$ cat config.mk
export PLATFORM = sky130hd
export DESIGN_NAME = chunked_compare_flat
export DESIGN_NICKNAME = d
export VERILOG_FILES = /design/src/rtl/chunked_compare_if.sv /design/src/rtl/chunked_compare.sv /design/src/flat_wrapper.sv
export SDC_FILE = /design/constraint.sdc
export NUM_CORES = 1
export LEC_CHECK = 0
export BUFFER_PORTS_ARGS = -buffer_cell sky130_fd_sc_hd__buf_2
export CELL_PAD_IN_SITES_DETAIL_PLACEMENT = 1
export CELL_PAD_IN_SITES_GLOBAL_PLACEMENT = 2
export CORE_ASPECT_RATIO = 0.8
export CORE_MARGIN = 4
export CORE_UTILIZATION = 33
export DETAILED_ROUTE_END_ITERATION = 7
export PLACE_DENSITY_LB_ADDON = 0.1
export SLEW_MARGIN = 20
export SYNTH_ARGS = -nofsm -noshare
export SYNTH_HDL_FRONTEND = slang
export SYNTH_SLANG_ARGS = --single-unit
export TNS_END_PERCENT = 100
$ cat constraint.sdc
create_clock -name clk -period 7.6 [get_ports clk]
set_clock_uncertainty 0.1 [all_clocks]
set_input_delay 0.38 -clock clk [delete_from_list [all_inputs] [get_ports clk]]
set_output_delay 0.38 -clock clk [all_outputs]
set_load 0.05 [all_outputs]
$ cat src/rtl/chunked_compare_if.sv
// Operand/result handshake bundle for chunked_compare.
// The requester drives operands and out_ready; the compare unit answers with ready/valid and the result.
interface chunked_compare_if #(
  parameter int WIDTH = 64
);
  logic             in_valid;
  logic             in_ready;
  logic [WIDTH-1:0] a;
  logic [WIDTH-1:0] b;
  logic [2:0]       op;
  logic             out_valid;
  logic             out_ready;
  logic [WIDTH-1:0] result;
  logic             illegal_op;

  modport master (
    output in_valid, a, b, op, out_ready,
    input  in_ready, out_valid, result, illegal_op
  );

  modport slave (
    input  in_valid, a, b, op, out_ready,
    output in_ready, out_valid, result, illegal_op
  );
endinterface

$ cat src/rtl/chunked_compare.sv
// Multi-cycle magnitude/equality comparator: scans CHUNK bits per cycle from the MSB down
// and stops at the first differing chunk, producing an SLT-style {0..0, flag} result.
module chunked_compare #(
  parameter int WIDTH = 64,
  parameter int CHUNK = 8
) (
  input logic            clk,
  input logic            rst_n,
  chunked_compare_if.slave bus
);
  localparam int NCHUNK = WIDTH / CHUNK;
  localparam int IDX_W  = (NCHUNK > 1) ? $clog2(NCHUNK) : 1;

  localparam logic [2:0] OP_LTU = 3'b000;
  localparam logic [2:0] OP_LT  = 3'b001;
  localparam logic [2:0] OP_GEU = 3'b010;
  localparam logic [2:0] OP_GE  = 3'b011;
  localparam logic [2:0] OP_EQ  = 3'b100;
  localparam logic [2:0] OP_NE  = 3'b101;

  if (WIDTH % CHUNK != 0) begin : g_bad_chunk
    $error("chunked_compare: WIDTH must be a multiple of CHUNK");
  end

  typedef enum logic [1:0] {IDLE, SCAN, DONE} state_t;

  state_t           state;
  logic [WIDTH-1:0] a_q;
  logic [WIDTH-1:0] b_q;
  logic [2:0]       op_q;
  logic [IDX_W-1:0] idx;
  logic             flag_q;
  logic             illegal_q;

  logic [CHUNK-1:0] a_chunk;
  logic [CHUNK-1:0] b_chunk;
  logic             is_signed;
  logic             chunk_lt;
  logic             chunk_eq;
  logic             flag_next;
  logic             op_illegal;

  assign is_signed  = (op_q == OP_LT) || (op_q == OP_GE);
  assign op_illegal = op_q[2] & op_q[1];

  // Flipping the sign bit maps two's-complement order onto unsigned order,
  // so a single unsigned chunk comparator serves both signednesses.
  always_comb begin
    // NOTE: every always_comb output gets a default first so no path can infer a latch.
    a_chunk = a_q[CHUNK*int'(idx) +: CHUNK];
    b_chunk = b_q[CHUNK*int'(idx) +: CHUNK];
    if (is_signed && (idx == IDX_W'(NCHUNK - 1))) begin
      a_chunk[CHUNK-1] = ~a_chunk[CHUNK-1];
      b_chunk[CHUNK-1] = ~b_chunk[CHUNK-1];
    end
  end

  assign chunk_lt = (a_chunk < b_chunk);
  assign chunk_eq = (a_chunk == b_chunk);

  // At the finishing edge lt/eq equal chunk_lt/chunk_eq in both exit cases
  // (differing chunk, or all chunks equal with lt=0).
  always_comb begin
    flag_next = 1'b0;
    unique case (op_q)
      OP_LTU, OP_LT: flag_next = chunk_lt;
      OP_GEU, OP_GE: flag_next = ~chunk_lt;
      OP_EQ:         flag_next = chunk_eq;
      OP_NE:         flag_next = ~chunk_eq;
      default:       flag_next = 1'b0;
    endcase
  end

  always_ff @(posedge clk or negedge rst_n) begin
    // NOTE: the captured operands are plain registers, not a RAM, so they are reset along with the FSM.
    if (!rst_n) begin
      state     <= IDLE;
      a_q       <= '0;
      b_q       <= '0;
      op_q      <= '0;
      idx       <= '0;
      flag_q    <= 1'b0;
      illegal_q <= 1'b0;
    end else begin
      // NOTE: sequential state uses non-blocking assignments so every register samples pre-edge values.
      unique case (state)
        IDLE: begin
          if (bus.in_valid) begin
            a_q   <= bus.a;
            b_q   <= bus.b;
            op_q  <= bus.op;
            idx   <= IDX_W'(NCHUNK - 1);
            state <= SCAN;
          end
        end
        SCAN: begin
          if (!chunk_eq || (idx == '0)) begin
            flag_q    <= op_illegal ? 1'b0 : flag_next;
            illegal_q <= op_illegal;
            state     <= DONE;
          end else begin
            idx <= idx - 1'b1;
          end
        end
        DONE: begin
          if (bus.out_ready) state <= IDLE;
        end
        default: state <= IDLE;
      endcase
    end
  end

  assign bus.in_ready   = (state == IDLE);
  assign bus.out_valid  = (state == DONE);
  assign bus.result     = {{(WIDTH-1){1'b0}}, flag_q};
  assign bus.illegal_op = illegal_q;

endmodule

$ cat src/flat_wrapper.sv
// flat-port wrapper written by rule: the top's interface ports become plain ports
module chunked_compare_flat 
#(
  parameter int WIDTH = 64,
  parameter int CHUNK = 8
)
  (clk, rst_n, bus_in_valid, bus_a, bus_b, bus_op, bus_out_ready, bus_in_ready, bus_out_valid, bus_result, bus_illegal_op);
  chunked_compare_if #(.WIDTH(WIDTH)) bus_i ();
  input logic clk;
  input logic rst_n;
  input wire logic [$bits(bus_i.in_valid)-1:0] bus_in_valid;
  input wire logic [$bits(bus_i.a)-1:0] bus_a;
  input wire logic [$bits(bus_i.b)-1:0] bus_b;
  input wire logic [$bits(bus_i.op)-1:0] bus_op;
  input wire logic [$bits(bus_i.out_ready)-1:0] bus_out_ready;
  output wire logic [$bits(bus_i.in_ready)-1:0] bus_in_ready;
  output wire logic [$bits(bus_i.out_valid)-1:0] bus_out_valid;
  output wire logic [$bits(bus_i.result)-1:0] bus_result;
  output wire logic [$bits(bus_i.illegal_op)-1:0] bus_illegal_op;
  assign bus_i.in_valid = bus_in_valid;
  assign bus_i.a = bus_a;
  assign bus_i.b = bus_b;
  assign bus_i.op = bus_op;
  assign bus_i.out_ready = bus_out_ready;
  assign bus_in_ready = bus_i.in_ready;
  assign bus_out_valid = bus_i.out_valid;
  assign bus_result = bus_i.result;
  assign bus_illegal_op = bus_i.illegal_op;
  chunked_compare #(.WIDTH(WIDTH), .CHUNK(CHUNK)) u_core (.clk(clk), .rst_n(rst_n), .bus(bus_i));
endmodule
==> impl_metrics.env <==
export IMPL_cts_tree="done"
export IMPL_drt_iter0_markers=277
export IMPL_ys_seq_area_share_pct=50.38
export IMPL_grt_pass1_wl_um=29460
export IMPL_power_share_combinational_pct=34.2
export IMPL_hp_class="input pin to flop"
export IMPL_n_antenna_cell=0
export IMPL_intPower_w=0.001983
export IMPL_cts_buffer_depth=2
export IMPL_clock_power_share_pct=24.7
export IMPL_maxCapViolCount=0
export IMPL_synth_top_area_share_pct=50.38
export IMPL_io_pin_count=202
export IMPL_drive_above_1_share_pct=24.80
export IMPL_drv_slew=0
export IMPL_gr_total_overflow=0
export IMPL_wire_per_inst_um=16.15
export IMPL_fp_row_count=46
export IMPL_slowest_stage="nor4_1"
export IMPL_dp_hpwl_um=13160
export IMPL_async_flop_share_pct=100.0
export IMPL_cp_top_family="simple AND/OR/NAND/NOR gates"
export IMPL_clock_sinks=138
export IMPL_yosysTopAreaCell="dfrtp_1"
export IMPL_fin_setup_tns_ns=0
export IMPL_syn_inst=741
export IMPL_reg2reg_from="u_core.idx[0]$_DFFE_PN0P_"
export IMPL_wl_um=18390
export IMPL_path_class="flop to flop"
export IMPL_peakVddDrop_v=0.0001388
export IMPL_worst_slew_pin_slew_ns=0.9441
export IMPL_place_congestion=0.7859
export IMPL_p_seq_share_pct=41.0
export IMPL_cp_depth=11
export IMPL_first_pass_iters=7
export IMPL_vias=5140
export IMPL_grt_max_degree=133
export IMPL_clkTransAtPathRegs_ns=0.06
export IMPL_outcome="complete, no violations"
export IMPL_avgSynthCellArea_um2=9.250
export IMPL_synth_edf_count=0
export IMPL_grt_pass1_vias=5627
export IMPL_regArea_um2=3456
export IMPL_rsz0062_at_grt="false"
export IMPL_antenna_found_initial=0
export IMPL_setup_violations=0
export IMPL_die_w_um=169.1
export IMPL_switching_power_w=0.001180
export IMPL_cts_max_level=4
export IMPL_worst_r2r_path_depth=11
export IMPL_final_util_pct=40.26
export IMPL_syn_to_final_growth_pct=17.98
export IMPL_slowest_delay_ns=0.68
export IMPL_layout_nets=1008
export IMPL_period_minus_slack_ns=3.848
export IMPL_start_kind="flop"
export IMPL_crit_chain="buf_4 -> mux4_2 -> xor2_1 -> nand2_1 -> o21ai_0 -> ha_1 -> nand4_2 -> nor4_1 -> or2_2 -> nor2_1 -> a21oi_1"
export IMPL_dieArea_um2=23150
export IMPL_post_cts_resized=0
export IMPL_synthTopCellsByArea="dfrtp_1 50%, nand2_1 22%, mux4_2 11%"
export IMPL_cp_data_required_time_ns=7.83
export IMPL_setup_slack_ns=3.752
export IMPL_clk_latency_ns=0.42
export IMPL_final_hold_viol_count=0
export IMPL_core_region_area_um2=20090
export IMPL_port_buffers=138
export IMPL_crit_start="u_core.idx[0]$_DFFE_PN0P_"
export IMPL_ys_seq_elements=138
export IMPL_clockRootBuffer="clkbuf_16"
export IMPL_cp_arrival_ns=4.08
export IMPL_fin_cells=1139
export IMPL_path_max_fanout=21
export IMPL_crit_buf_inv=1
export IMPL_yosysWarnings=0
export IMPL_r2r_slack_ns=3.75
export IMPL_detail_route_antenna_nets=0
export IMPL_yosysUniqueCellTypes=33
export IMPL_dominantRegCellSynth="dfrtp_1"
export IMPL_fill_cells=2432
export IMPL_cp_end_kind="flop"
export IMPL_syn_area_um2=6854
export IMPL_timing_final_crit_share_pct=50.63
export IMPL_fmax_ghz=0.2599
export IMPL_drc_errors=0
export IMPL_multi_input_area_um2=2988
export IMPL_track_usage_pct=16.29
export IMPL_p_sw_share_pct=37.30
export IMPL_dieHeight_um=136.9
export IMPL_leakage_nw=4.446
export IMPL_place_inst=1106
export IMPL_p_per_area_nw_per_um2=391.0
export IMPL_numCtsBuffers=17
export IMPL_layout_commonest_cell="nand2_1"
export IMPL_reg2reg_to="u_core.idx[0]$_DFFE_PN0P_"
export IMPL_layout_common_cells="396 x nand2_1, 137 x buf_2, 136 x dfrtp_1"
export IMPL_post_drt_via_cell_ratio=4.513
export IMPL_slew_headroom_pct=37.06
export IMPL_crit_end="u_core.idx[0]$_DFFE_PN0P_"
export IMPL_place_ws_ns=3.650
export IMPL_start_util_pct=34.12
-- timing repair --
| action | in CTS | in global routing |
|---|---|---|
| endpoints found under the setup margin | 0 | 0 |
| hold buffers | 1 | 0 |
| hold endpoints to repair | 65 | 0 |
| buffers inserted | 0 | 0 |
-- flip-flops by register name, indices dropped and copies added (netlist names) --
| signal | cells |
|---|---|
| u_core.flag_q | 1 |
| u_core.bus.illegal_op | 1 |
| u_core.a_q | 64 |
| u_core.op_q | 3 |
| u_core.state | 2 |
| u_core.idx | 3 |
| u_core.b_q | 64 |
-- worst min-delay path by stage --
stage	start	to	depth (start not counted)
after floorplan	rst_n	u_core.a_q[0]$_DFFE_PN0P_	0
after global placement	rst_n	u_core.a_q[20]$_DFFE_PN0P_	1
after detailed placement	rst_n	u_core.a_q[22]$_DFFE_PN0P_	1
after CTS	bus_a[20]	u_core.a_q[20]$_DFFE_PN0P_	3
after global routing	bus_a[20]	u_core.a_q[20]$_DFFE_PN0P_	3
final	bus_a[20]	u_core.a_q[20]$_DFFE_PN0P_	3
-- logic make-up (layout without fill, tap and decap cells) --
kind of cell    count (synthesis)  in the layout  share of synthesized area (%)
simple gates                  419            419                          23.64
flops                         138            138                          50.38
buf+inv                       107            179                          9.565
mux                            46             46                          12.69
compound gates                 17             17                          1.406
fa+ha+maj                      11             11                          2.008
xor+xnor                        2              2                         0.2556
other cells                     1             63                        0.05471
-- power by group through the flow --
stage / Combinational, W / Clock [W] / Sequential [W]
floorplan: 0.000861 / 0 / 0.00121
global placement: 0.00105 / 0 / 0.00131
detailed placement: 0.00109 / 0 / 0.00130
CTS: 0.00111 / 0.000806 / 0.00130
global route: 0.00124 / 0.000843 / 0.00134
finish: 0.00108 / 0.000782 / 0.00130
-- cell type report --
class,count,share of cell area (%)
Inverter,4,0.1857
Multi-Input combinational cell,558,36.95
Clock inverter,11,1.191
Sequential cell,138,42.74
Tap cell,264,4.085
Clock buffer,21,5.694
Timing Repair Buffer,143,9.160
-- worst min-delay path: cells and delay by family --
| kind | cells | cell delay, ns |
|---|---|---|
| buf+inv | 1 | 0.07 |
| simple gates | 2 | 0.08 |
-- routing by layer --
metal / track usage [%] / vias up / share of wire, %
met5: 0 / - / 0
met4: 3.889 / 0 / 1.2
met3: 4.129 / 17 / 5.0
met2: 25.73 / 143 / 46
met1: 22.71 / 2507 / 47
li1: - / 2473 / -
-- stage by stage --
stage                     total power [W]  hold WS (ns)  area [um2]
after floorplan                  0.002075      -0.01559        7087
after global placement           0.002352        0.3079        7516
after detailed placement         0.002397        0.3207        7516
after CTS                        0.003211       0.03046        8083
after global routing             0.003418       0.03749        8087
final                            0.003162       0.04289        8087
-- Yosys cell counts, types with 2 or more instances --
library cell,instances
nor2_1,5
buf_4,64
mux2i_1,7
nand3_1,2
dfrtp_1,138
ha_1,11
buf_1,5
o21ai_0,6
and3_1,2
xor2_1,2
a21o_1,2
buf_2,11
nand2_1,397
clkbuf_1,23
a21oi_1,6
inv_1,4
nor2b_1,3
mux4_2,32
mux2_2,7
No activity file was read; power rests on OpenSTA's default activity.
